[src/rtl/serial_frame_tx.sv]
// serial_frame_tx: parallel-to-serial framer driving a single registered line.
// Frame layout on d: start (0), DATA_W data bits LSB first, optional even
// parity, stop (1). Each bit is held for BIT_CYCLES clocks.
//
// state   | meaning
// --------+-------------------------------------------------------------
// S_IDLE  | line idle at 1, ready for a word
// S_START | start bit (0) on the line
// S_DATA  | data bits, shift register LSB on the line
// S_PAR   | even parity of the captured word (PARITY_EN=1 only)
// S_STOP  | stop bit (1); last cycle may accept the next word
module serial_frame_tx #(
  parameter int DATA_W     = 8,
  parameter int PARITY_EN  = 1,
  parameter int BIT_CYCLES = 1
) (
  input  logic              clk,
  input  logic              rst_n,
  input  logic [DATA_W-1:0] tx_data,
  input  logic              tx_valid,
  output logic              tx_ready,
  output logic              d,
  output logic              busy,
  output logic              frame_done
);

  localparam int          BIT_W    = (DATA_W > 1) ? $clog2(DATA_W) : 1;
  localparam logic [7:0]  CYC_LAST = 8'(BIT_CYCLES - 1);
  localparam logic [BIT_W-1:0] BIT_LAST = BIT_W'(DATA_W - 1);

  typedef enum logic [2:0] {
    S_IDLE  = 3'd0,
    S_START = 3'd1,
    S_DATA  = 3'd2,
    S_PAR   = 3'd3,
    S_STOP  = 3'd4
  } state_t;

  state_t            state, state_n;
  logic [7:0]        cyc_cnt, cyc_n;
  logic [BIT_W-1:0]  bit_cnt, bit_n;
  logic [DATA_W-1:0] shift_q, shift_n;
  logic              par_q, par_n;
  logic              d_n, busy_n, done_n;
  logic              last_cyc;
  logic              accept;

  // Handshake and bit-period terminal count come straight from current state.
  always_comb begin
    last_cyc = (cyc_cnt == CYC_LAST);
    tx_ready = (state == S_IDLE) || ((state == S_STOP) && last_cyc);
    accept   = tx_valid && tx_ready;
  end

  // Next-state logic; line level is computed for the state being entered so
  // that d, busy and frame_done can be registered without extra latency.
  always_comb begin
    state_n = state;
    cyc_n   = cyc_cnt;
    bit_n   = bit_cnt;
    shift_n = shift_q;
    par_n   = par_q;
    d_n     = d;

    case (state)
      S_IDLE: begin
        d_n = 1'b1;
        if (accept) begin
          state_n = S_START;
          cyc_n   = 8'd0;
          bit_n   = '0;
          shift_n = tx_data;
          par_n   = ^tx_data;
          d_n     = 1'b0;
        end
      end

      S_START: begin
        if (last_cyc) begin
          state_n = S_DATA;
          cyc_n   = 8'd0;
          bit_n   = '0;
          d_n     = shift_q[0];
        end else begin
          cyc_n = cyc_cnt + 8'd1;
        end
      end

      S_DATA: begin
        if (last_cyc) begin
          cyc_n = 8'd0;
          if (bit_cnt == BIT_LAST) begin
            if (PARITY_EN != 0) begin
              state_n = S_PAR;
              d_n     = par_q;
            end else begin
              state_n = S_STOP;
              d_n     = 1'b1;
            end
          end else begin
            bit_n   = bit_cnt + BIT_W'(1);
            shift_n = shift_q >> 1;
            d_n     = shift_n[0];
          end
        end else begin
          cyc_n = cyc_cnt + 8'd1;
        end
      end

      S_PAR: begin
        if (last_cyc) begin
          state_n = S_STOP;
          cyc_n   = 8'd0;
          d_n     = 1'b1;
        end else begin
          cyc_n = cyc_cnt + 8'd1;
        end
      end

      S_STOP: begin
        if (last_cyc) begin
          cyc_n = 8'd0;
          if (accept) begin
            // Back-to-back: straight into the next start bit, no idle gap.
            state_n = S_START;
            bit_n   = '0;
            shift_n = tx_data;
            par_n   = ^tx_data;
            d_n     = 1'b0;
          end else begin
            state_n = S_IDLE;
            d_n     = 1'b1;
          end
        end else begin
          cyc_n = cyc_cnt + 8'd1;
        end
      end

      default: begin
        state_n = S_IDLE;
        cyc_n   = 8'd0;
        bit_n   = '0;
        d_n     = 1'b1;
      end
    endcase

    busy_n = (state_n != S_IDLE);
    done_n = (state_n == S_STOP) && (cyc_n == CYC_LAST);
  end

  // State, counters, datapath and registered line outputs.
  always_ff @(posedge clk) begin
    if (!rst_n) begin
      state      <= S_IDLE;
      cyc_cnt    <= 8'd0;
      bit_cnt    <= '0;
      shift_q    <= '0;
      par_q      <= 1'b0;
      d          <= 1'b1;
      busy       <= 1'b0;
      frame_done <= 1'b0;
    end else begin
      state      <= state_n;
      cyc_cnt    <= cyc_n;
      bit_cnt    <= bit_n;
      shift_q    <= shift_n;
      par_q      <= par_n;
      d          <= d_n;
      busy       <= busy_n;
      frame_done <= done_n;
    end
  end

endmodule

[config.mk]
export PLATFORM = sky130hd
export DESIGN_NAME = serial_frame_tx
export DESIGN_NICKNAME = d
export VERILOG_FILES = /design/src/rtl/serial_frame_tx.sv
export SDC_FILE = /design/constraint.sdc
export NUM_CORES = 1
export LEC_CHECK = 0
export BUFFER_PORTS_ARGS = -buffer_cell sky130_fd_sc_hd__clkbuf_2
export CORE_ASPECT_RATIO = 0.75
export CORE_MARGIN = 8
export CORE_UTILIZATION = 58
export DETAILED_ROUTE_END_ITERATION = 12
export MAX_ROUTING_LAYER = met4
export PLACE_DENSITY = 0.85
export SYNTH_ARGS = -nofsm -noshare
export SYNTH_HDL_FRONTEND = slang
export SYNTH_SLANG_ARGS = --single-unit
[constraint.sdc]
create_clock -name clk -period 2.1 [get_ports clk]
set_input_delay 0.21 -clock clk [delete_from_list [all_inputs] [get_ports clk]]
set_output_delay 0.21 -clock clk [all_outputs]
set_load 0.01 [all_outputs]
==> results.py <==
metrics = {
    "worst_setup_path": {
        "start_kind": "register",
        "worstPathArrival_ns": 1.80,
        "crit_type": "reg2out",
        "cp.required_ns": 1.89,
        "cp-end-kind": "primary output",
        "path_max_fanout": 6,
    },
    "power_and_ir_drop": {
        "p_sw_mw": 0.277,
        "seq_power_share_pct": 56.5,
        "internal_power_mw": 0.689,
        "finalPower_mw": 0.967,
        "peakVddDrop_mv": 0.425,
        "power_density_nw_per_um2": 570,
        "pwr-share-comb_pct": 22.5,
        "clkPwrFrac_pct": 21.0,
        "p_sw_share_pct": 28.7,
        "p_leak_nw": 0.640,
    },
    "grt": {
        "grt_pass1_wl_um": 6010,
        "gr-usage-met2_pct": 25.2,
        "grt_pass1_vias": 1281,
        "met3_usage_pct": 4.29,
        "met1_usage_pct": 23.6,
        "grt_max_degree": 26,
        "top_usage_layer": "met2",
        "grt_antenna_before_repair": 0,
        "gr-total-overflow": 0,
        "track_usage_pct": 17.5,
    },
    "cts": {
        "cts_tree": "built",
        "htreeDepth": 1,
        "clock_latency_ns": 0.32,
        "cts_resized": 0,
        "clkTransAtPathRegs_ns": 0.13,
        "holdBufCountCts": 0,
        "cts_root_buf": "clkbuf_4",
        "cts-buffers-inserted": 3,
        "clockBufferDepth": 2,
        "post_cts_buffers": 0,
        "cts_num_sinks": 26,
    },
    "sta": {
        "timing.slew.headroom_pct": 52.9,
        "rsz0062_at_grt": "yes",
        "setup_viol": 0,
        "fin_skew_ns": 0.00661,
        "worst_pin_slew_ns": 0.706,
        "min_period_ns": 2.01,
        "fin_crit_sh_pct": 95.9,
        "slew_violations": 0,
        "hold_viol_final": 0,
        "max_freq_mhz": 497,
    },
    "logic_synthesis": {
        "synth_edf_count": 0,
        "ys_warn_count": 0,
        "synth_area_leaders": "dfxtp_1, mux2i_1, a21oi_1",
        "synth_top_area_share_pct": 33.9,
        "synth_compound_area_share_pct": 19.0,
        "synth_top_family_by_area": "simple AND/OR/NAND/NOR gates",
        "synthMuxAreaShare_pct": 7.83,
        "synth_nets": 198,
        "dominantRegCellSynth": "dfxtp_1",
        "seq_area_frac_synth_pct": 33.9,
        "synth_xor_area_share_pct": 5.14,
        "async_flop_share_pct": 0,
        "yosysUniqueCellTypes": 45,
        "syn-cell-area_um2": 1530,
        "syn_inst": 183,
        "synth_area_leader_cell": "dfxtp_1",
        "synth_simple_gate_area_share_pct": 26.0,
        "synth.avg_cell_area_um2": 8.38,
        "synth_adder_area_share_pct": 3.26,
        "synth_seq_cells": 26,
    },
    "layout": {
        "fill_cells": 230,
        "diodes": 0,
        "multi_input_area_um2": 940,
        "nNetsFinal": 217,
        "seqCellArea_um2": 520,
        "area_growth_pct": 10.5,
        "final_common_cell": "dfxtp_1",
        "final_util_pct": 66.2,
        "layout_common_cells": "dfxtp_1, a21oi_1, nor2_1, clkbuf_2, mux2i_1",
        "drive_gt1_share_pct": 19.0,
    },
    "run_status": {
        "status": "finished clean",
    },
    "min_path": {
        "hold_class": "in2reg",
    },
    "placement": {
        "portBuffers": 14,
        "hpwl_um": 2650,
        "gp_congestion": 0.945,
    },
    "routing": {
        "dr.pass1.iters": 4,
        "via_count": 1422,
        "totalWireLength_um": 3480,
        "detail_route.iter0.violations": 149,
        "wl_per_cell_um": 14.7,
        "drc_errors": 0,
        "ant_nets": 0,
        "viasPerCell": 6.03,
    },
    "die": {
        "die_h_um": 60.5,
        "die_area_um2": 4560,
        "io_pins": 15,
        "design.core.area_um2": 2560,
        "die_w_um": 75.4,
        "start_util_pct": 59.9,
        "rows": 16,
    },
    "job": {
        "maxCapViolations": 0,
    },
}
[worst max-delay path, cell delays in order, from the launching register on]
cell and delay (ns):
dfxtp_1 0.44, inv_1 0.07, ha_1 0.19, nor3b_2 0.16, buf_4 0.16, a21boi_2 0.21
nor3_1 0.09, clkbuf_2 0.16
[cell usage after synthesis (2+ instances only)]
master	number
dfxtp_1	26
a21oi_1	18
nor2_1	14
mux2i_1	12
or3_1	11
o21ai_0	10
nand3_1	9
inv_1	8
clkbuf_1	6
nand2_1	6
nor4_1	6
xnor2_1	6
nor3_1	5
ha_1	4
and2_1	3
o22ai_1	3
xor2_1	3
and4_1	2
buf_2	2
nand2b_1	2
nand4_1	2
or2_2	2
[metrics by stage]
stage	cells	hold WS [ns]	setup TNS, ns	cell area, um2	worst slack [ns]
2_1_floorplan	183	0.281	0	1530	0.184
3_3_place_gp	233	0.451	0	1670	0.234
3_5_place_dp	233	0.458	0	1670	0.141
4_1_cts	236	0.116	0	1700	0.0918
5_1_grt	236	0.110	-0.0835	1700	-0.0313
6_report	236	0.129	0	1700	0.0865
[sequential cells by signal (all words and copies together) (netlist names)]
register    count
d               1
state           3
par_q           1
cyc_cnt         8
shift_q         8
frame_done      1
bit_cnt         3
busy            1
[layer usage]
metal	share of wire, %	up-vias	wire, um
met4	0.89	0	31
met3	7.4	5	258
met5	0	-	0
li1	-	707	-
met1	47	662	1630
met2	45	48	1560
[cell type report]
| type | instances | area share, % |
|---|---|---|
| Inverter | 8 | 1.77 |
| Tap cell | 36 | 2.66 |
| Clock buffer | 3 | 1.33 |
| Multi-Input combinational cell | 140 | 55.4 |
| Timing Repair Buffer | 23 | 8.12 |
| Sequential cell | 26 | 30.7 |
[worst paths after layout]
| kind | start | to | slack [ns] | depth (start not counted) |
|---|---|---|---|---|
| setup / recovery | cyc_cnt[1] | tx_ready | 0.09 | 7 |
| hold reg to reg | shift_q[6] | shift_q[6] | 0.49 | 2 |
| hold / removal | rst_n | d | 0.13 | 2 |
| setup reg to reg | cyc_cnt[1] | shift_q[5] | 0.11 | 8 |
[power by group through the flow]
stage / Combinational (mW) / Clock [mW] / Sequential (mW)
3_5_place_dp: 0.216 / 0 / 0.557
4_1_cts: 0.217 / 0.215 / 0.546
5_1_grt: 0.243 / 0.230 / 0.550
3_3_place_gp: 0.210 / 0 / 0.555
6_report: 0.217 / 0.203 / 0.547
2_1_floorplan: 0.167 / 0 / 0.547
[cell families (layout without fill, tap and decap cells)]
logic type,Yosys count,in the layout
flops,26,26
simple gates,69,69
mux,12,12
buf+inv,17,34
xor+xnor,9,9
compound gates,46,46
fa+ha+maj,4,4
Note: power is estimated with default switching activity, not from simulation.
